`src/rtl/jt6295_adpcm_pkg.sv`:
```
// Shared constants and tables for the 4-voice OKI ADPCM decoder.
// Optional build macro: JT6295_CH_MUTE_EN (per-voice output mute).
package jt6295_pkg;

  localparam int unsigned CHANNELS = 4;
  localparam int unsigned CH_W     = 2;
  localparam int unsigned SND_W    = 12;
  localparam int unsigned IDX_W    = 6;
  localparam int unsigned STEP_W   = 11;
  localparam int unsigned VOL_W    = 6;
  localparam int unsigned IDX_MAX  = 48;

  // Standard OKI step-size table, indexed by step index 0..48
  localparam logic [STEP_W-1:0] STEP_TBL [49] = '{
    11'd16,   11'd17,   11'd19,   11'd21,   11'd23,   11'd25,   11'd28,
    11'd31,   11'd34,   11'd37,   11'd41,   11'd45,   11'd50,   11'd55,
    11'd60,   11'd66,   11'd73,   11'd80,   11'd88,   11'd97,   11'd107,
    11'd118,  11'd130,  11'd143,  11'd157,  11'd173,  11'd190,  11'd209,
    11'd230,  11'd253,  11'd279,  11'd307,  11'd337,  11'd371,  11'd408,
    11'd449,  11'd494,  11'd544,  11'd598,  11'd658,  11'd724,  11'd796,
    11'd876,  11'd963,  11'd1060, 11'd1166, 11'd1282, 11'd1411, 11'd1552
  };

  // Step-index adjustment by nibble magnitude
  localparam logic signed [4:0] ADJ [8] = '{
    -5'sd1, -5'sd1, -5'sd1, -5'sd1, 5'sd2, 5'sd4, 5'sd6, 5'sd8
  };

  // Volume multipliers (x/32) by attenuation index
  localparam logic [VOL_W-1:0] VOL_TBL [9] = '{
    6'd32, 6'd22, 6'd16, 6'd11, 6'd8, 6'd6, 6'd4, 6'd3, 6'd2
  };

  // Attenuation index to multiplier; indices past the table are silent
  function automatic logic [VOL_W-1:0] vol_of(input logic [3:0] att);
    if (att > 4'd8) return '0;
    return VOL_TBL[att];
  endfunction

endpackage

```
`src/rtl/jt6295_adpcm_if.sv`:
```
// Slot bus between the sequencer (master) and the ADPCM decoder (slave).
// Optional build macro: JT6295_CH_MUTE_EN adds ch_mute.
interface jt6295_adpcm_if;
  import jt6295_pkg::*;

  logic                    cen4;
  logic                    cen;
  logic [CH_W-1:0]         ch;
  logic [3:0]              nibble;
  logic                    valid;
  logic                    restart;
  logic [3:0]              att;
`ifdef JT6295_CH_MUTE_EN
  logic [CHANNELS-1:0]     ch_mute;
`endif
  logic signed [SND_W-1:0] sound_out;
  logic                    sample;

  modport master (
`ifdef JT6295_CH_MUTE_EN
    output ch_mute,
`endif
    output cen4, cen, ch, nibble, valid, restart, att,
    input  sound_out, sample
  );

  modport slave (
`ifdef JT6295_CH_MUTE_EN
    input  ch_mute,
`endif
    input  cen4, cen, ch, nibble, valid, restart, att,
    output sound_out, sample
  );

endinterface

```
`src/rtl/jt6295_adpcm_step.sv`:
```
// Combinational single-nibble ADPCM update of one voice's signal and step index.
module jt6295_adpcm_step
  import jt6295_pkg::*;
(
  input  logic signed [SND_W-1:0] signal,
  input  logic [IDX_W-1:0]        idx,
  input  logic [3:0]              nibble,
  output logic signed [SND_W-1:0] signal_nx,
  output logic [IDX_W-1:0]        idx_nx
);

  localparam logic signed [13:0] SAT_HI = 14'sd2047;
  localparam logic signed [13:0] SAT_LO = -14'sd2048;

  logic [IDX_W-1:0]  idx_c;
  logic [STEP_W-1:0] step;
  logic [12:0]       delta;
  logic signed [13:0] sum;
  logic signed [7:0]  idx_sum;

  // Delta from step size, saturating signal update, clamped index update
  always_comb begin
    idx_c = (idx > IDX_W'(IDX_MAX)) ? IDX_W'(IDX_MAX) : idx;
    step  = STEP_TBL[idx_c];
    delta = 13'(step >> 3);
    if (nibble[0]) delta = delta + 13'(step >> 2);
    if (nibble[1]) delta = delta + 13'(step >> 1);
    if (nibble[2]) delta = delta + 13'(step);
    if (nibble[3]) sum = 14'(signal) - $signed({1'b0, delta});
    else           sum = 14'(signal) + $signed({1'b0, delta});
    if (sum > SAT_HI)      signal_nx = SND_W'(SAT_HI);
    else if (sum < SAT_LO) signal_nx = SND_W'(SAT_LO);
    else                   signal_nx = SND_W'(sum);
    idx_sum = $signed({2'b00, idx_c}) + 8'(ADJ[nibble[2:0]]);
    if (idx_sum < 8'sd0)       idx_nx = '0;
    else if (idx_sum > 8'sd48) idx_nx = IDX_W'(IDX_MAX);
    else                       idx_nx = IDX_W'(idx_sum);
  end

endmodule

```
`src/rtl/jt6295_adpcm.sv`:
```
// Time-multiplexed 4-voice ADPCM decoder: A = capture/read, B = decode/write-back,
// C = attenuate/present. Optional build macro: JT6295_CH_MUTE_EN.
module jt6295_adpcm
  import jt6295_pkg::*;
(
  input logic          clk,
  input logic          rst,
  jt6295_adpcm_if.slave bus
);

  logic signed [SND_W-1:0] sig_mem_q [CHANNELS];
  logic signed [SND_W-1:0] sig_mem_d [CHANNELS];
  logic [IDX_W-1:0]        idx_mem_q [CHANNELS];
  logic [IDX_W-1:0]        idx_mem_d [CHANNELS];

  logic                    a_go_q, a_go_d;
  logic [CH_W-1:0]         a_ch_q, a_ch_d;
  logic [3:0]              a_nib_q, a_nib_d;
  logic [3:0]              a_att_q, a_att_d;
  logic                    a_valid_q, a_valid_d;
  logic                    a_restart_q, a_restart_d;
  logic signed [SND_W-1:0] a_sig_q, a_sig_d;
  logic [IDX_W-1:0]        a_idx_q, a_idx_d;

  logic                    b_go_q, b_go_d;
  logic [3:0]              b_att_q, b_att_d;
  logic signed [SND_W-1:0] b_val_q, b_val_d;

  logic signed [SND_W-1:0] sound_out_q, sound_out_d;
  logic                    sample_q, sample_d;

  logic signed [SND_W-1:0] step_sig;
  logic [IDX_W-1:0]        step_idx;
  logic signed [18:0]      prod;
  logic                    unused_cen;

  assign unused_cen = bus.cen;

  jt6295_adpcm_step u_step (
    .signal    (a_sig_q),
    .idx       (a_idx_q),
    .nibble    (a_nib_q),
    .signal_nx (step_sig),
    .idx_nx    (step_idx)
  );

  // Pipeline next-state: capture on cen4, decode and write back, then scale
  always_comb begin
    sig_mem_d   = sig_mem_q;
    idx_mem_d   = idx_mem_q;
    a_ch_d      = a_ch_q;
    a_nib_d     = a_nib_q;
    a_att_d     = a_att_q;
    a_valid_d   = a_valid_q;
    a_restart_d = a_restart_q;
    a_sig_d     = a_sig_q;
    a_idx_d     = a_idx_q;
    b_att_d     = b_att_q;
    b_val_d     = b_val_q;
    sound_out_d = sound_out_q;
    prod        = '0;
    a_go_d      = bus.cen4;
    b_go_d      = a_go_q;
    sample_d    = b_go_q;

    if (bus.cen4) begin
      a_ch_d      = bus.ch;
      a_nib_d     = bus.nibble;
      a_att_d     = bus.att;
      a_valid_d   = bus.valid;
      a_restart_d = bus.restart;
      a_sig_d     = sig_mem_q[bus.ch];
      a_idx_d     = idx_mem_q[bus.ch];
    end

    if (a_go_q) begin
      b_att_d = a_att_q;
      b_val_d = '0;
      if (a_restart_q) begin
        sig_mem_d[a_ch_q] = '0;
        idx_mem_d[a_ch_q] = '0;
      end else if (a_valid_q) begin
        sig_mem_d[a_ch_q] = step_sig;
        idx_mem_d[a_ch_q] = step_idx;
        b_val_d           = step_sig;
      end
`ifdef JT6295_CH_MUTE_EN
      if (bus.ch_mute[a_ch_q]) b_val_d = '0;
`endif
    end

    if (b_go_q) begin
      prod        = 19'(b_val_q) * 19'($signed({1'b0, vol_of(b_att_q)}));
      sound_out_d = SND_W'(prod >>> 5);
    end
  end

  // State registers with synchronous reset
  always_ff @(posedge clk) begin
    if (rst) begin
      for (int i = 0; i < CHANNELS; i++) begin
        sig_mem_q[i] <= '0;
        idx_mem_q[i] <= '0;
      end
      a_go_q      <= 1'b0;
      a_ch_q      <= '0;
      a_nib_q     <= '0;
      a_att_q     <= '0;
      a_valid_q   <= 1'b0;
      a_restart_q <= 1'b0;
      a_sig_q     <= '0;
      a_idx_q     <= '0;
      b_go_q      <= 1'b0;
      b_att_q     <= '0;
      b_val_q     <= '0;
      sound_out_q <= '0;
      sample_q    <= 1'b0;
    end else begin
      sig_mem_q   <= sig_mem_d;
      idx_mem_q   <= idx_mem_d;
      a_go_q      <= a_go_d;
      a_ch_q      <= a_ch_d;
      a_nib_q     <= a_nib_d;
      a_att_q     <= a_att_d;
      a_valid_q   <= a_valid_d;
      a_restart_q <= a_restart_d;
      a_sig_q     <= a_sig_d;
      a_idx_q     <= a_idx_d;
      b_go_q      <= b_go_d;
      b_att_q     <= b_att_d;
      b_val_q     <= b_val_d;
      sound_out_q <= sound_out_d;
      sample_q    <= sample_d;
    end
  end

  assign bus.sound_out = sound_out_q;
  assign bus.sample    = sample_q;

endmodule
```
`src/flat_wrapper.sv`:
```
// flat-port wrapper written by rule: the top's interface ports become plain ports
module jt6295_adpcm_flat import jt6295_pkg::*;
  (clk, rst, bus_cen4, bus_cen, bus_ch, bus_nibble, bus_valid, bus_restart, bus_att, bus_sound_out, bus_sample);
  jt6295_adpcm_if bus_i ();
  input logic clk;
  input logic rst;
  input wire logic [$bits(bus_i.cen4)-1:0] bus_cen4;
  input wire logic [$bits(bus_i.cen)-1:0] bus_cen;
  input wire logic [$bits(bus_i.ch)-1:0] bus_ch;
  input wire logic [$bits(bus_i.nibble)-1:0] bus_nibble;
  input wire logic [$bits(bus_i.valid)-1:0] bus_valid;
  input wire logic [$bits(bus_i.restart)-1:0] bus_restart;
  input wire logic [$bits(bus_i.att)-1:0] bus_att;
  output wire logic [$bits(bus_i.sound_out)-1:0] bus_sound_out;
  output wire logic [$bits(bus_i.sample)-1:0] bus_sample;
  assign bus_i.cen4 = bus_cen4;
  assign bus_i.cen = bus_cen;
  assign bus_i.ch = bus_ch;
  assign bus_i.nibble = bus_nibble;
  assign bus_i.valid = bus_valid;
  assign bus_i.restart = bus_restart;
  assign bus_i.att = bus_att;
  assign bus_sound_out = bus_i.sound_out;
  assign bus_sample = bus_i.sample;
  jt6295_adpcm u_core (.clk(clk), .rst(rst), .bus(bus_i));
endmodule
```
`config.mk`:
```
export PLATFORM = sky130hd
export DESIGN_NAME = jt6295_adpcm_flat
export DESIGN_NICKNAME = d
export VERILOG_FILES = /design/src/rtl/jt6295_adpcm_pkg.sv /design/src/rtl/jt6295_adpcm_if.sv /design/src/rtl/jt6295_adpcm_step.sv /design/src/rtl/jt6295_adpcm.sv /design/src/flat_wrapper.sv
export SDC_FILE = /design/constraint.sdc
export NUM_CORES = 1
export LEC_CHECK = 0
export BUFFER_PORTS_ARGS = -buffer_cell sky130_fd_sc_hd__buf_2
export CAP_MARGIN = 20
export CORE_MARGIN = 5
export CORE_UTILIZATION = 50
export DETAILED_ROUTE_END_ITERATION = 12
export HOLD_SLACK_MARGIN = 0.02
export PLACE_DENSITY = 0.68
export SLEW_MARGIN = 20
export SYNTH_ARGS = -nofsm -noshare
export SYNTH_HDL_FRONTEND = slang
export SYNTH_SLANG_ARGS = --single-unit
```
`constraint.sdc`:
```
create_clock -name clk -period 8.3 [get_ports clk]
set_input_delay 1.66 -clock clk [delete_from_list [all_inputs] [get_ports clk]]
set_output_delay 1.66 -clock clk [all_outputs]
set_load 0.01 [all_outputs]
```
=== Word-level counts from Yosys, hierarchy flattened ===
Memories as Yosys holds them, arrays and structs flattened.
Index checks and enable logic that the tools add are counted.

* Register bits after elaboration: 133
* Bits in read-only memories: 840
* Bits of input ports: 16
* Output and inout bits: 13
* Word-level logic and storage cells: 93
* Memories kept: 3

{| class="wikitable"
|+ Memories
! memory !! depth !! bits a word !! rd ports !! clocked after Yosys merged registers in !! wr ports !! line !! text
|-
| (name not given) || 64 || 11 || 1 || 0 || 0 || jt6295_adpcm_step.sv:24 || <nowiki>step = STEP_TBL[idx_c];</nowiki>
|-
| (name not given) || 16 || 6 || 1 || 0 || 0 || jt6295_adpcm_pkg.sv:37 || <nowiki>return VOL_TBL[att];</nowiki>
|-
| (name not given) || 8 || 5 || 1 || 0 || 0 || jt6295_adpcm_step.sv:34 || <nowiki>idx_sum = $signed({2'b00, idx_c}) + 8'(ADJ[nibble[2:0]]);</nowiki>
|}

* $add $sub $neg: 6
* $mul: 1
* Order comparisons: 12
* Muxes and demuxes: 38
* Bitwise logic cells: 9
* Reduce and logical (&&, ||, !) cells: 3

{| class="wikitable"
|+ Operator list
! cell !! count
|-
| 2-to-1 mux 48 bit || 2
|-
| 2-to-1 mux 12 bit || 7
|-
| 2-to-1 mux 6 bit || 11
|-
| bitwise AND 48 bit || 1
|-
| bitwise mux 48 bit || 1
|-
| 2-to-1 mux 24 bit || 2
|-
| inverter 48 bit || 1
|-
| 2-to-1 mux 13 bit || 3
|-
| bitwise AND 24 bit || 1
|-
| binary-select mux 12 bit (select 2 bit) || 1
|-
| bitwise mux 24 bit || 1
|-
| demux 12 bit (select 2 bit) || 1
|-
| inverter 24 bit || 1
|-
| 2-to-1 mux 11 bit || 2
|-
| multiplier 12 x 7 -> 17 bit || 1
|-
| adder 12 x 14 -> 14 bit || 1
|-
| greater-than comparator 14 x 12 -> 1 bit, second input constant || 1
|-
| < comparator 14 x 12 -> 1 bit, second input constant || 1
|-
| 2-to-1 mux 14 bit || 1
|-
| subtractor 12 x 14 -> 14 bit || 1
|-
| adder 13 x 10 -> 13 bit || 1
|-
| adder 13 x 11 -> 13 bit || 1
|-
| binary-select mux 6 bit (select 2 bit) || 1
|-
| demux 6 bit (select 2 bit) || 1
|-
| 20 further kinds || 24
|}

=== Depth between registers and ports, before layout ===
Gate-level depths: netlist (run 1).

* Depth in word-level cells: 20
* Gate-level depth with buffers: 43
* Gate-level depth less buffers: 41

=== Modules after synthesis ===
A second synthesis (run 1) with hierarchy kept.

* Cell total of the unflattened synthesis: 1381
* Area, all modules: 11882.6 um2

{| class="wikitable"
|+ Modules (own cells, without submodules)
! module !! times used !! cells each !! area each (um2) !! seq. area each (um2)
|-
| jt6295_adpcm || 1 || 778 || 7571.0 || 2662.6
|-
| jt6295_adpcm_step || 1 || 603 || 4311.6 || 0.0
|}

=== Least setup slack after synthesis (run 1) ===
OpenSTA, ideal clock, no wires.

* Path type: reg-to-reg
* Start point: register u_core.a_idx_q[4]
* End point: register u_core.b_val_q[2]
* Library setup time: 0.122 ns
* Arrival: 8.172 ns
* Data required time: 8.178 ns
* Path slack: 0.006 ns
* Stages on the path, launching flop included: 43
* Path buffers: 2
* Clock period less this slack: 8.294 ns
* Cells stage by stage: dfxtp_1 buf_4 nand2_1 nand2_1 inv_1 ha_1 inv_1 a211oi_1 a221o_1 nand2_1 ha_1 fa_1 a211oi_1 nor2_1 xor2_1 mux2_2 ha_1 nor2_1 (+7 left out) nand2_1 xnor2_1 mux2i_1 and4_1 nor2_1 xor2_1 ha_1 nand2_1 nor3_1 o41ai_1 and4_1 o31ai_1 a21oi_1 xnor2_1 xor2_4 a21oi_1 buf_2 a221o_1

* Cells in the longest elaborated chain, start to end: 19
* Elaborated cells between the ends (all ways): 21
* Those cells by class: add/sub: 5; order compare: 3; mux: 11; bitwise: 1; memory: 1

{| class="wikitable"
|+ RTL lines
! element !! line !! text
|-
| start: declaration || jt6295_adpcm.sv:23 || <nowiki>logic [IDX_W-1:0] a_idx_q, a_idx_d;</nowiki>
|-
| start signal: assignment || jt6295_adpcm.sv:128 || <nowiki>a_idx_q <= a_idx_d;</nowiki>
|-
| greater-than comparator 6 bit || jt6295_adpcm_step.sv:23 || <nowiki>idx_c = (idx > IDX_W'(IDX_MAX)) ? IDX_W'(IDX_MAX) : idx;</nowiki>
|-
| 2-to-1 mux 6 bit * || jt6295_adpcm_step.sv:23 ||
|-
| inverter 6 -> 7 bit (implied by the code) * || jt6295_adpcm_step.sv:24 ||
|-
| memory read (64 x 11 bit) * || -- ||
|-
| 2-to-1 mux 11 bit (implied by the code) * (2 in series) || jt6295_adpcm_step.sv:24 ||
|-
| adder 8 x 9 -> 10 bit || jt6295_adpcm_step.sv:26 || <nowiki>if (nibble[0]) delta = delta + 13'(step >> 2);</nowiki>
|-
| 2-to-1 mux 13 bit || jt6295_adpcm_step.sv:26 ||
|-
| adder 13 x 10 -> 13 bit || jt6295_adpcm_step.sv:27 || <nowiki>if (nibble[1]) delta = delta + 13'(step >> 1);</nowiki>
|-
| (+2 left out) || -- ||
|-
| 2-to-1 mux 13 bit * || jt6295_adpcm_step.sv:28 || <nowiki>if (nibble[2]) delta = delta + 13'(step);</nowiki>
|-
| adder 12 x 14 -> 14 bit or subtractor 12 x 14 -> 14 bit (tied branches) || jt6295_adpcm_step.sv:30, jt6295_adpcm_step.sv:29 ||
|-
| 2-to-1 mux 14 bit * || jt6295_adpcm_step.sv:29 || <nowiki>if (nibble[3]) sum = 14'(signal) - $signed({1'b0, delta});</nowiki>
|-
| < comparator 14 x 12 -> 1 bit || jt6295_adpcm_step.sv:32 || <nowiki>else if (sum < SAT_LO) signal_nx = SND_W'(SAT_LO);</nowiki>
|-
| 2-to-1 mux 12 bit || jt6295_adpcm_step.sv:32 ||
|-
| 2-to-1 mux 12 bit * || jt6295_adpcm_step.sv:31 || <nowiki>if (sum > SAT_HI) signal_nx = SND_W'(SAT_HI);</nowiki>
|-
| 2-to-1 mux 12 bit * || jt6295_adpcm.sv:82 || <nowiki>end else if (a_valid_q) begin</nowiki>
|-
| 2-to-1 mux 12 bit * || jt6295_adpcm.sv:79 || <nowiki>if (a_restart_q) begin</nowiki>
|-
| end signal: assignment || jt6295_adpcm.sv:131 || <nowiki>b_val_q <= b_val_d;</nowiki>
|-
| end: declaration || jt6295_adpcm.sv:27 || <nowiki>logic signed [SND_W-1:0] b_val_q, b_val_d;</nowiki>
|}

Mark *: on every way between the ends. The rest lies on a longest branch, timed or not. The select of a mux whose other input is x is not followed.
A chain may end at the register's enable or synchronous reset.

=== Worst setup path in the final report (run 1) ===
* Start point: register u_core.a_idx_q[5]
* End point: register u_core.sig_mem_q[15] in the netlist's numbering

* Cells in the longest elaborated chain, start to end: 20
* Elaborated cells between the ends (all ways): 22
* Those cells by class: add/sub: 5; order compare: 3; mux: 12; bitwise: 1; memory: 1

{| class="wikitable"
|+ RTL lines
! element !! line !! text
|-
| greater-than comparator 6 bit || jt6295_adpcm_step.sv:23 ||
|-
| 2-to-1 mux 6 bit * || jt6295_adpcm_step.sv:23 ||
|-
| inverter 6 -> 7 bit (implied by the code) * || jt6295_adpcm_step.sv:24 ||
|-
| memory read (64 x 11 bit) * || -- ||
|-
| 2-to-1 mux 11 bit (implied by the code) * (2 in series) || jt6295_adpcm_step.sv:24 ||
|-
| adder 8 x 9 -> 10 bit || jt6295_adpcm_step.sv:26 ||
|-
| 2-to-1 mux 13 bit || jt6295_adpcm_step.sv:26 ||
|-
| adder 13 x 10 -> 13 bit || jt6295_adpcm_step.sv:27 ||
|-
| (+3 left out) || -- ||
|-
| adder 12 x 14 -> 14 bit or subtractor 12 x 14 -> 14 bit (tied branches) || jt6295_adpcm_step.sv:30, jt6295_adpcm_step.sv:29 ||
|-
| 2-to-1 mux 14 bit * || jt6295_adpcm_step.sv:29 ||
|-
| < comparator 14 x 12 -> 1 bit || jt6295_adpcm_step.sv:32 ||
|-
| 2-to-1 mux 12 bit || jt6295_adpcm_step.sv:32 ||
|-
| 2-to-1 mux 12 bit * || jt6295_adpcm_step.sv:31 ||
|-
| bitwise mux 48 bit * || jt6295_adpcm.sv:83 || <nowiki>sig_mem_d[a_ch_q] = step_sig;</nowiki>
|-
| 2-to-1 mux 48 bit * || jt6295_adpcm.sv:82 ||
|-
| 2-to-1 mux 48 bit * || jt6295_adpcm.sv:79 ||
|-
| end signal: assignment || jt6295_adpcm.sv:119 || <nowiki>sig_mem_q <= sig_mem_d;</nowiki>
|-
| end: declaration || jt6295_adpcm.sv:11 || <nowiki>logic signed [SND_W-1:0] sig_mem_q [CHANNELS];</nowiki>
|}

Marks and branches as above.

==> results of run 1 <==
final cells by class:
cell class	count	area, um2	area share (%)
inverters	82	308	2.21
flip-flops and latches	133	2670	19.1
well taps	280	350	2.51
multi-input cells	977	8330	59.8
repair buffers	219	1700	12.2
clock inverters	11	100	0.718
clock buffers	21	480	3.45
layer usage:
metal	up-vias	track usage, %	share of wire, %
met1	4780	28.5	44
met2	246	39.7	49
li1	4916	-	-
met4	0	5.66	1.6
met3	36	3.86	4.8
met5	-	0	0
worst paths after layout:
kind                                     startpoint                   end  slack (ps)  depth (start not counted)
worst min register to register  u_core.idx_mem_q[2]   u_core.idx_mem_q[2]         470                          2
worst max-delay path              u_core.a_idx_q[5]  u_core.sig_mem_q[15]         170                         45
worst min-delay path            u_core.idx_mem_q[2]   u_core.idx_mem_q[2]         470                          2
worst max register to register    u_core.a_idx_q[5]  u_core.sig_mem_q[15]         170                         45
kinds of logic (layout without fill, tap and decap cells):
group / after synthesis / count (layout)
buffers and inverters: 148 / 333
AO/OA/AOI/OAI: 315 / 315
adder cells (fa/ha/maj): 141 / 141
XOR/XNOR: 60 / 60
multiplexers: 78 / 78
AND/OR/NAND/NOR: 383 / 383
flip-flops: 133 / 133
cell usage in the layout, fill, tap and decap left out, types with 9 or more instances in the layout:
cell       count
buf_4        175
buf_6         11
a221o_1       47
inv_1         76
mux4_2        18
ha_2           9
dfxtp_1      130
clkbuf_16     17
nor2b_1       19
and3_1        29
mux2i_1       56
a21oi_2        9
a22o_1        27
nand2b_1      15
ha_1          77
nand2_1       71
o21ai_0       43
nor3_1        18
nor2_1       124
a21oi_1       55
xor2_1        23
fa_1          46
buf_2         27
xnor2_1       34
o21a_1        11
and2_1        33
o21ai_1       10
nand3_1       11
power groups by stage:
stage / Combinational [mW] / Clock [mW] / Sequential (mW)
2_1_floorplan: 0.183 / 0 / 0.669
3_3_place_gp: 0.273 / 0 / 0.678
3_5_place_dp: 0.277 / 0 / 0.678
4_1_cts: 0.286 / 0.736 / 0.664
5_1_grt: 0.333 / 0.768 / 0.666
6_report: 0.307 / 0.729 / 0.665
repair_timing:
item | 4_1_cts | 5_1_grt
pin swaps | 7 | 52
endpoints found under the setup margin | 55 | 60
gates cloned | 1 | 3
gates resized for setup | 18 | 107
setup buffers | 4 | 18
sequential cells by signal (all words and copies together) (netlist names):
| register | flops |
|---|---|
| u_core.sig_mem_q | 48 |
| u_core.a_att_q | 4 |
| u_core.b_att_q | 4 |
| u_core.b_val_q | 12 |
| u_core.a_go_q | 1 |
| u_core.idx_mem_q | 24 |
| u_core.bus.sample | 1 |
| u_core.a_nib_q | 4 |
| u_core.a_ch_q | 2 |
| u_core.bus.sound_out | 12 |
| u_core.a_restart_q | 1 |
| u_core.b_go_q | 1 |
| u_core.a_idx_q | 6 |
| u_core.a_sig_q | 12 |
| u_core.a_valid_q | 1 |
worst register-to-register path, delay by kind of cell (launching register included):
kind / cells / cell delay (ps)
compound gates: 12 / 2230
xor+xnor: 6 / 1180
fa+ha+maj: 5 / 1560
buf+inv: 8 / 860
flops: 1 / 330
mux: 2 / 460
simple gates: 12 / 1370
metrics by stage:
stage | utilization, % | cells | setup WS (ps)
after global routing | 63.6 | 1723 | -249
final | 63.6 | 1723 | 168
after global placement | 58.0 | 1669 | -147
after CTS | 61.2 | 1706 | 1.34
after floorplan | - | 1258 | 6.49
after detailed placement | 58.0 | 1669 | -198
==> flow_metrics.env, run 1 <==
export IMPL_synth_top_area_share_pct=23.8
export IMPL_end_kind="flop"
export IMPL_syn_area_mm2=0.0112
export IMPL_fin_crit_ps=8130
export IMPL_initial_core_util_pct=51.0
export IMPL_grt_antenna_before_repair=1
export IMPL_grt_pass1_wl_mm=47.7
export IMPL_ios=29
export IMPL_fin_nets=1587
export IMPL_chipHeight_um=159
export IMPL_total_power_mw=1.70
export IMPL_cts_tree="yes"
export IMPL_place_port_buffers=27
export IMPL_synth_area_leaders="dfxtp_1 (24%), ha_1 (10%), fa_1 (8.8%), mux2i_1 (5.0%), nor2_1 (4.4%)"
export IMPL_crit_fanout=9
export IMPL_vias=9978
export IMPL_vias_per_cell=5.79
export IMPL_maxSlewHeadroom_pct=21.6
export IMPL_drt_initial_drc_count=552
export IMPL_comb_power_share_pct=18.0
export IMPL_fin_setup_tns_ps=0
export IMPL_drive_above_1_share_pct=26.2
export IMPL_p_per_area_mw_per_mm2=122
export IMPL_seq_power_share_pct=39.1
export IMPL_cts_buffers=17
export IMPL_fin_skew_ps=8.67
export IMPL_diodes=0
export IMPL_status="completed"
export IMPL_final_hold_violation_count=0
export IMPL_swShare_pct=28.0
export IMPL_synth_top_area_cell="dfxtp_1"
export IMPL_syn_instance_count=1258
export IMPL_crit_buf_inv=8
export IMPL_syn_nets=1415
export IMPL_core_area_mm2=0.0219
export IMPL_drc=0
export IMPL_grt_pass1_vias=9787
export IMPL_ctsHoldBuffers=0
export IMPL_die_w_um=159
export IMPL_synth_top_cells_by_count="dfxtp_1 (133), nor2_1 (131), ha_1 (92)"
export IMPL_syn_avg_cell_area_um2=8.87
export IMPL_p_int_mw=1.22
export IMPL_htree_levels=4
export IMPL_dpl_cell_area_mm2=0.0127
export IMPL_grt_total_usage_pct=22.5
export IMPL_synthXorXnorAreaFrac_pct=4.88
export IMPL_async_flop_share_pct=0
export IMPL_synth_most_common_cell="dfxtp_1"
export IMPL_critPathSlowestCell="a2111o_1"
export IMPL_worst_pin_slew_ps=1170
export IMPL_final_area_mm2=0.0139
export IMPL_required_ps=8610
export IMPL_syn2layout_area_growth_pct=24.8
export IMPL_synth_compound_area_share_pct=20.5
export IMPL_dominantRegCellSynth="dfxtp_1"
export IMPL_synth_simple_area_share_pct=17.4
export IMPL_setup_viol=0
export IMPL_fmax_mhz=123
export IMPL_synth_seq_cells=133
export IMPL_wl_mm=29.8
export IMPL_dp_hpwl_mm=22.0
export IMPL_drv_cap=0
export IMPL_power_leakage_nw=6.28
export IMPL_max_stage_delay_ps=430
export IMPL_worstSkewPairLatency_ps=420
export IMPL_post_route_period_util_pct=98.0
export IMPL_clock_sinks=133
export IMPL_globalplace_congestion=0.901
export IMPL_start_kind="flop"
export IMPL_grt_overflow=0
export IMPL_crit_type="reg2reg"
export IMPL_first_pass_iters=5
export IMPL_clock_root_buffer="clkbuf_16"
export IMPL_ant_nets=0
export IMPL_fill_cells=1837
export IMPL_p_sw_uw=475
export IMPL_finalMaxSlewViolations=0
export IMPL_p_clk_share_pct=42.8
export IMPL_min_path_type="reg2reg"
export IMPL_holdWs_ps=466
export IMPL_cts_buffer_depth=2
export IMPL_ir_worst_vdd_v=0.000168
export IMPL_ys_warn_count=0
export IMPL_synth_mux_area_share_pct=9.06
export IMPL_synth_fa_ha_area_share_pct=19.1
export IMPL_wl_per_cell_um=17.3
export IMPL_die_area_mm2=0.0254
export IMPL_synth_top_family_by_area="compound AO/OA/AOI/OAI gates"
export IMPL_fp_row_count=54
export IMPL_clk_pin_slew_ps=60
export IMPL_crit_family="compound AO/OA/AOI/OAI gates"
export IMPL_synth_edff_count=0
export IMPL_synth_distinct_cells=80
export IMPL_rsz0062_at_grt="yes"
export IMPL_cp_arrival_ps=8440
export IMPL_grt_max_degree=58
export IMPL_seq_area_frac_synth_pct=23.8
Power figures use the tool's default switching activity.
==> run 2: changes to the inputs <==
--- a/config.mk
+++ b/config.mk
@@ -11,6 +11,7 @@
 export CORE_UTILIZATION = 50
 export DETAILED_ROUTE_END_ITERATION = 12
 export HOLD_SLACK_MARGIN = 0.02
+export MAX_ROUTING_LAYER = met4
 export PLACE_DENSITY = 0.68
 export SLEW_MARGIN = 20
 export SYNTH_ARGS = -nofsm -noshare
==> run 2 against run 1 <==
The run now ends with negative setup slack left. Die area unchanged. Routed wire length increased by 4.2%. Final cell count increased by 1.5%. Clock skew increased by 1.3 ps.
==> flow_metrics.env, run 2 (same netlist as run 1, synthesis figures left out) <==
export IMPL_status="finished, violations left"
export IMPL_violations="negative setup slack"
export IMPL_ios=29
export IMPL_drive_above_1_share_pct=27.5
export IMPL_crit_fanout=6
export IMPL_worst_pin_slew_ps=1160
export IMPL_start_kind="flop"
export IMPL_largest_reg_flops=48
export IMPL_required_ps=8600
export IMPL_finalMaxSlewViolations=0
export IMPL_p_int_mw=1.26
export IMPL_fill_cells=1809
export IMPL_drc=0
export IMPL_fin_util_pct=64.9
export IMPL_grt_pass1_wl_mm=49.1
export IMPL_cts_buffers=17
export IMPL_p_sw_uw=477
export IMPL_end_kind="flop"
export IMPL_wl_met1_mm=14.1
export IMPL_wl_met3_mm=1.66
export IMPL_dpl_cell_area_mm2=0.0128
export IMPL_drt_initial_drc_count=752
export IMPL_comb_power_share_pct=17.5
export IMPL_fin_setup_tns_ps=-1200
export IMPL_cp_arrival_ps=8650
export IMPL_seq_power_share_pct=38.4
export IMPL_critPathSlowestCell="a2111o_1"
export IMPL_p_clk_share_pct=44.1
export IMPL_grt_pass1_vias=9859
export IMPL_die_area_mm2=0.0254
export IMPL_chipHeight_um=159
export IMPL_top_regs="u_core.sig_mem_q (48), u_core.idx_mem_q (24)"
export IMPL_initial_core_util_pct=51.0
export IMPL_fin_crit_ps=8350
export IMPL_vias_per_cell=5.82
export IMPL_htree_levels=4
export IMPL_vias=10200
export IMPL_max_stage_delay_ps=440
export IMPL_setup_viol=36
export IMPL_grt_total_usage_pct=23.6
export IMPL_min_path_type="reg2reg"
export IMPL_drv_cap=0
export IMPL_multi_input_area_mm2=0.00841
export IMPL_diodes=0
export IMPL_syn2layout_area_growth_pct=27.3
export IMPL_fin_skew_ps=9.96
export IMPL_ctsHoldBuffers=0
export IMPL_swShare_pct=27.5
export IMPL_cts_tree="yes"
export IMPL_clock_root_buffer="clkbuf_16"
export IMPL_place_port_buffers=27
export IMPL_core_area_mm2=0.0219
export IMPL_setup_slack_ps=-51.2
export IMPL_die_w_um=159
export IMPL_p_per_area_mw_per_mm2=122
export IMPL_globalplace_congestion=0.897
export IMPL_clock_sinks=133
export IMPL_final_hold_violation_count=0
export IMPL_ant_nets=0
export IMPL_final_common_cell="buf_4"
export IMPL_maxSlewHeadroom_pct=22.9
export IMPL_largest_register="u_core.sig_mem_q"
export IMPL_cts_buffer_depth=2
export IMPL_post_route_period_util_pct=101
export IMPL_fmax_mhz=120
export IMPL_crit_type="reg2reg"
export IMPL_rsz0062_at_grt="yes"
export IMPL_register_area_mm2=0.00267
export IMPL_highest_layer="met4"
export IMPL_fp_row_count=54
export IMPL_crit_path_frequent_cell="buf_6"
export IMPL_wl_met2_mm=14.7
export IMPL_grt_antenna_before_repair=1
export IMPL_fin_nets=1614
export IMPL_ir_worst_vdd_v=0.000145
export IMPL_holdWs_ps=470
export IMPL_grt_overflow=0
export IMPL_worstSkewPairLatency_ps=410
export IMPL_grt_max_degree=40
export IMPL_clk_pin_slew_ps=60
export IMPL_final_cell_mix="buf_4 (200), dfxtp_1 (131), nor2_1 (123), inv_1 (77), ha_1 (75)"
export IMPL_wl_mm=31.1
export IMPL_final_area_mm2=0.0142
export IMPL_dp_hpwl_mm=22.5
export IMPL_power_leakage_nw=6.49
export IMPL_wl_per_cell_um=17.8
export IMPL_first_pass_iters=7
export IMPL_pre_cts_ws_ps=-372
-- run 2: cell types whose count changed in the layout (fill, tap and decap cells not counted), sizes merged --
cell / change
clkinvlp: -3
bufinv: +2
clkinv: +2
clkbuf: -1
buf: +26
-- run 2: worst max-delay path: cells and delay by family, from the launching register on --
kind,cells,cell delay (ps)
AOI/OAI and AO/OA,14,2650
adders and majority gates,5,1420
and+or+nand+nor,9,1260
xor gates and xnor gates,6,1220
buffers and inverters,8,960
muxes,2,400
DFF,1,330
-- run 2: worst paths after layout --
kind,to,startpoint,cells after the start,slack (ps)
setup / recovery,u_core.b_val_q[8],u_core.a_idx_q[4],44,-50
hold / removal,u_core.idx_mem_q[8],u_core.idx_mem_q[8],1,470
setup reg to reg,u_core.b_val_q[8],u_core.a_idx_q[4],44,-50
hold reg to reg,u_core.idx_mem_q[8],u_core.idx_mem_q[8],1,470
-- run 2: power groups by stage --
| stage | Combinational [mW] | Sequential [mW] | Clock, mW |
|---|---|---|---|
| floorplan | 0.183 | 0.669 | 0 |
| global placement | 0.270 | 0.678 | 0 |
| detailed placement | 0.275 | 0.678 | 0 |
| CTS | 0.281 | 0.665 | 0.773 |
| global route | 0.329 | 0.667 | 0.803 |
| finish | 0.304 | 0.665 | 0.765 |
-- run 2: metrics by stage --
| step | total power [mW] | instances |
|---|---|---|
| 2_1_floorplan | 0.852 | 1258 |
| 3_3_place_gp | 0.948 | 1684 |
| 3_5_place_dp | 0.953 | 1684 |
| 4_1_cts | 1.72 | 1725 |
| 5_1_grt | 1.80 | 1749 |
| 6_report | 1.73 | 1749 |
-- run 2: routing by layer --
| layer | global-route usage, % | up-vias |
|---|---|---|
| met5 | - | - |
| met4 | 5.39 | 0 |
| met2 | 37.8 | 287 |
| li1 | - | 4959 |
| met1 | 31.8 | 4902 |
| met3 | 3.70 | 37 |
-- run 2: area by class of cell --
cell class | count | share of cell area, %
flip-flops and latches | 133 | 18.7
repair buffers | 246 | 13.3
inverters | 82 | 2.17
well taps | 280 | 2.46
clock inverters | 12 | 1.09
clock buffers | 19 | 3.12
multi-input cells | 977 | 59.1
-- run 2: timing repair --
item                       CTS  global route
buffers inserted            10            23
resized for setup           24           104
gates cloned                 0             4
setup endpoints to repair   60            60
pin swaps                   11            45
==> run 3: changes to the inputs <==
==> constraint.sdc (replaced) <==
create_clock -name clk -period 8.3 [get_ports clk]
set_input_delay 1.245 -clock clk [delete_from_list [all_inputs] [get_ports clk]]
set_output_delay 1.245 -clock clk [all_outputs]
set_load 0.01 [all_outputs]
==> run 3 against run 2 <==
Routed wire length is 0.65% lower. Highest routed layer unchanged. Count of clock-buffer cells in the layout is 2 lower. Die area stayed put. Via count is 0.99% higher. Fmax is 2.4% higher. Combinational power is 3% higher. Worst setup slack better by 200 ps. Critical path depth is 1 lower. Final cell count is 0.34% lower. The flow now finishes without violations. Sequential power hardly changed. Total power is 1.5% higher.
==> flow_metrics.env, run 3 (same netlist as run 1, synthesis figures left out) <==
export IMPL_die_area_mm2=0.0254
export IMPL_grt_overflow=0
export IMPL_clock_root_buffer="clkbuf_16"
export IMPL_wl_per_cell_um=17.7
export IMPL_finalMaxSlewViolations=0
export IMPL_status="completed"
export IMPL_ir_worst_vdd_v=0.000170
export IMPL_dpl_cell_area_mm2=0.0128
export IMPL_ant_nets=0
export IMPL_p_int_mw=1.28
export IMPL_fp_row_count=54
export IMPL_drt_initial_drc_count=753
export IMPL_p_sw_uw=476
export IMPL_grt_max_degree=58
export IMPL_ctsHoldBuffers=0
export IMPL_clock_sinks=133
export IMPL_largest_reg_flops=48
export IMPL_dp_hpwl_mm=22.0
export IMPL_worstSkewPairLatency_ps=420
export IMPL_comb_power_share_pct=17.8
export IMPL_top_regs="u_core.sig_mem_q (48), u_core.idx_mem_q (24)"
export IMPL_syn2layout_area_growth_pct=28.9
export IMPL_grt_antenna_before_repair=2
export IMPL_max_stage_delay_ps=420
export IMPL_power_leakage_nw=6.46
export IMPL_seq_power_share_pct=37.7
export IMPL_place_port_buffers=27
export IMPL_first_pass_iters=6
export IMPL_fin_skew_ps=11.6
export IMPL_drive_above_1_share_pct=28.8
export IMPL_final_area_mm2=0.0144
export IMPL_final_hold_violation_count=0
export IMPL_globalplace_congestion=0.909
export IMPL_grt_pass1_wl_mm=48.7
export IMPL_required_ps=8600
export IMPL_grt_pass1_vias=9665
export IMPL_chipHeight_um=159
export IMPL_crit_fanout=9
export IMPL_fin_crit_ps=8150
export IMPL_wl_mm=30.9
export IMPL_cts_buffer_depth=2
export IMPL_largest_register="u_core.sig_mem_q"
export IMPL_ios=29
export IMPL_crit_path_frequent_cell="buf_4"
export IMPL_p_clk_share_pct=44.4
export IMPL_min_path_type="reg2reg"
export IMPL_maxSlewHeadroom_pct=29.0
export IMPL_clk_pin_slew_ps=60
export IMPL_core_area_mm2=0.0219
export IMPL_critPathSlowestCell="fa_2"
export IMPL_final_cell_mix="buf_4 (193), dfxtp_1 (131), nor2_1 (120), inv_1 (75), ha_1 (71)"
export IMPL_htree_levels=4
export IMPL_grt_total_usage_pct=23.4
export IMPL_fin_nets=1606
export IMPL_drv_cap=0
export IMPL_worst_pin_slew_ps=1070
export IMPL_initial_core_util_pct=51.0
export IMPL_p_per_area_mw_per_mm2=122
export IMPL_cp_arrival_ps=8450
export IMPL_die_w_um=159
export IMPL_start_kind="flop"
export IMPL_fmax_mhz=123
export IMPL_crit_type="reg2reg"
export IMPL_swShare_pct=27.1
export IMPL_vias_per_cell=5.90
export IMPL_end_kind="flop"
export IMPL_cts_buffers=17
export IMPL_setup_viol=0
export IMPL_total_power_mw=1.76
export IMPL_cts_tree="yes"
export IMPL_post_route_period_util_pct=98.2
export IMPL_drc=0
export IMPL_fin_util_pct=65.7
export IMPL_final_common_cell="buf_4"
export IMPL_vias=10300
run 3: worst paths after layout:
| kind | endpoint | slack, ps | start | cells after the start |
|---|---|---|---|---|
| max | u_core.sig_mem_q[18] | 150 | u_core.a_idx_q[5] | 43 |
| max reg2reg | u_core.sig_mem_q[18] | 150 | u_core.a_idx_q[5] | 43 |
| min reg2reg | u_core.idx_mem_q[19] | 470 | u_core.idx_mem_q[19] | 2 |
| min | u_core.idx_mem_q[19] | 470 | u_core.idx_mem_q[19] | 2 |
run 3: final cells by class:
class,instances,area (um2)
tap,280,350
clock buffer,17,425
timing repair buffer,238,1860
multi-input combinational,977,8590
clock inverter,14,186
fill,1746,7500
antenna,2,5.00
sequential,133,2670
inverter,82,310
run 3: per-stage QoR:
stage | hold WS [ps] | TNS, ps | worst slack (ps) | std cells
finish | 469 | 0 | 146 | 1743
CTS | 464 | 0 | 12.5 | 1710
global route | 492 | -8760 | -186 | 1743
detailed placement | 448 | -7330 | -185 | 1677
global placement | 434 | -5690 | -152 | 1677
floorplan | 420 | 0 | 6.49 | 1258
run 3: timing repair:
| action | 4_1_cts | 5_1_grt |
|---|---|---|
| buffers inserted | 2 | 32 |
| pin swaps | 5 | 67 |
| cloned | 0 | 2 |
| resized for setup | 13 | 153 |
| setup endpoints to repair | 55 | 60 |
run 3: power by group through the flow:
stage                     Clock, mW  Combinational, mW  Sequential (mW)
after CTS                     0.793              0.281            0.663
final                         0.782              0.314            0.664
after detailed placement          0              0.278            0.677
after global routing          0.823              0.342            0.665
after global placement            0              0.274            0.677
after floorplan                   0              0.183            0.669
run 3: critical path: cells and delay by family (launching register included):
family                     cells  cell delay [ps]
AOI/OAI and AO/OA             12             2440
adders and majority gates      6             1880
xor gates and xnor gates       6             1260
buffers and inverters          9             1190
and+or+nand+nor               10              890
DFF                            1              360
run 3: routing by layer:
| layer | up-vias | wire [um] | track usage [%] |
|---|---|---|---|
| met5 | - | 0 | - |
| met4 | 0 | 452 | 4.92 |
| met3 | 36 | 1660 | 3.75 |
| met2 | 296 | 14900 | 37.6 |
| met1 | 5013 | 13800 | 31.5 |
| li1 | 4941 | - | - |
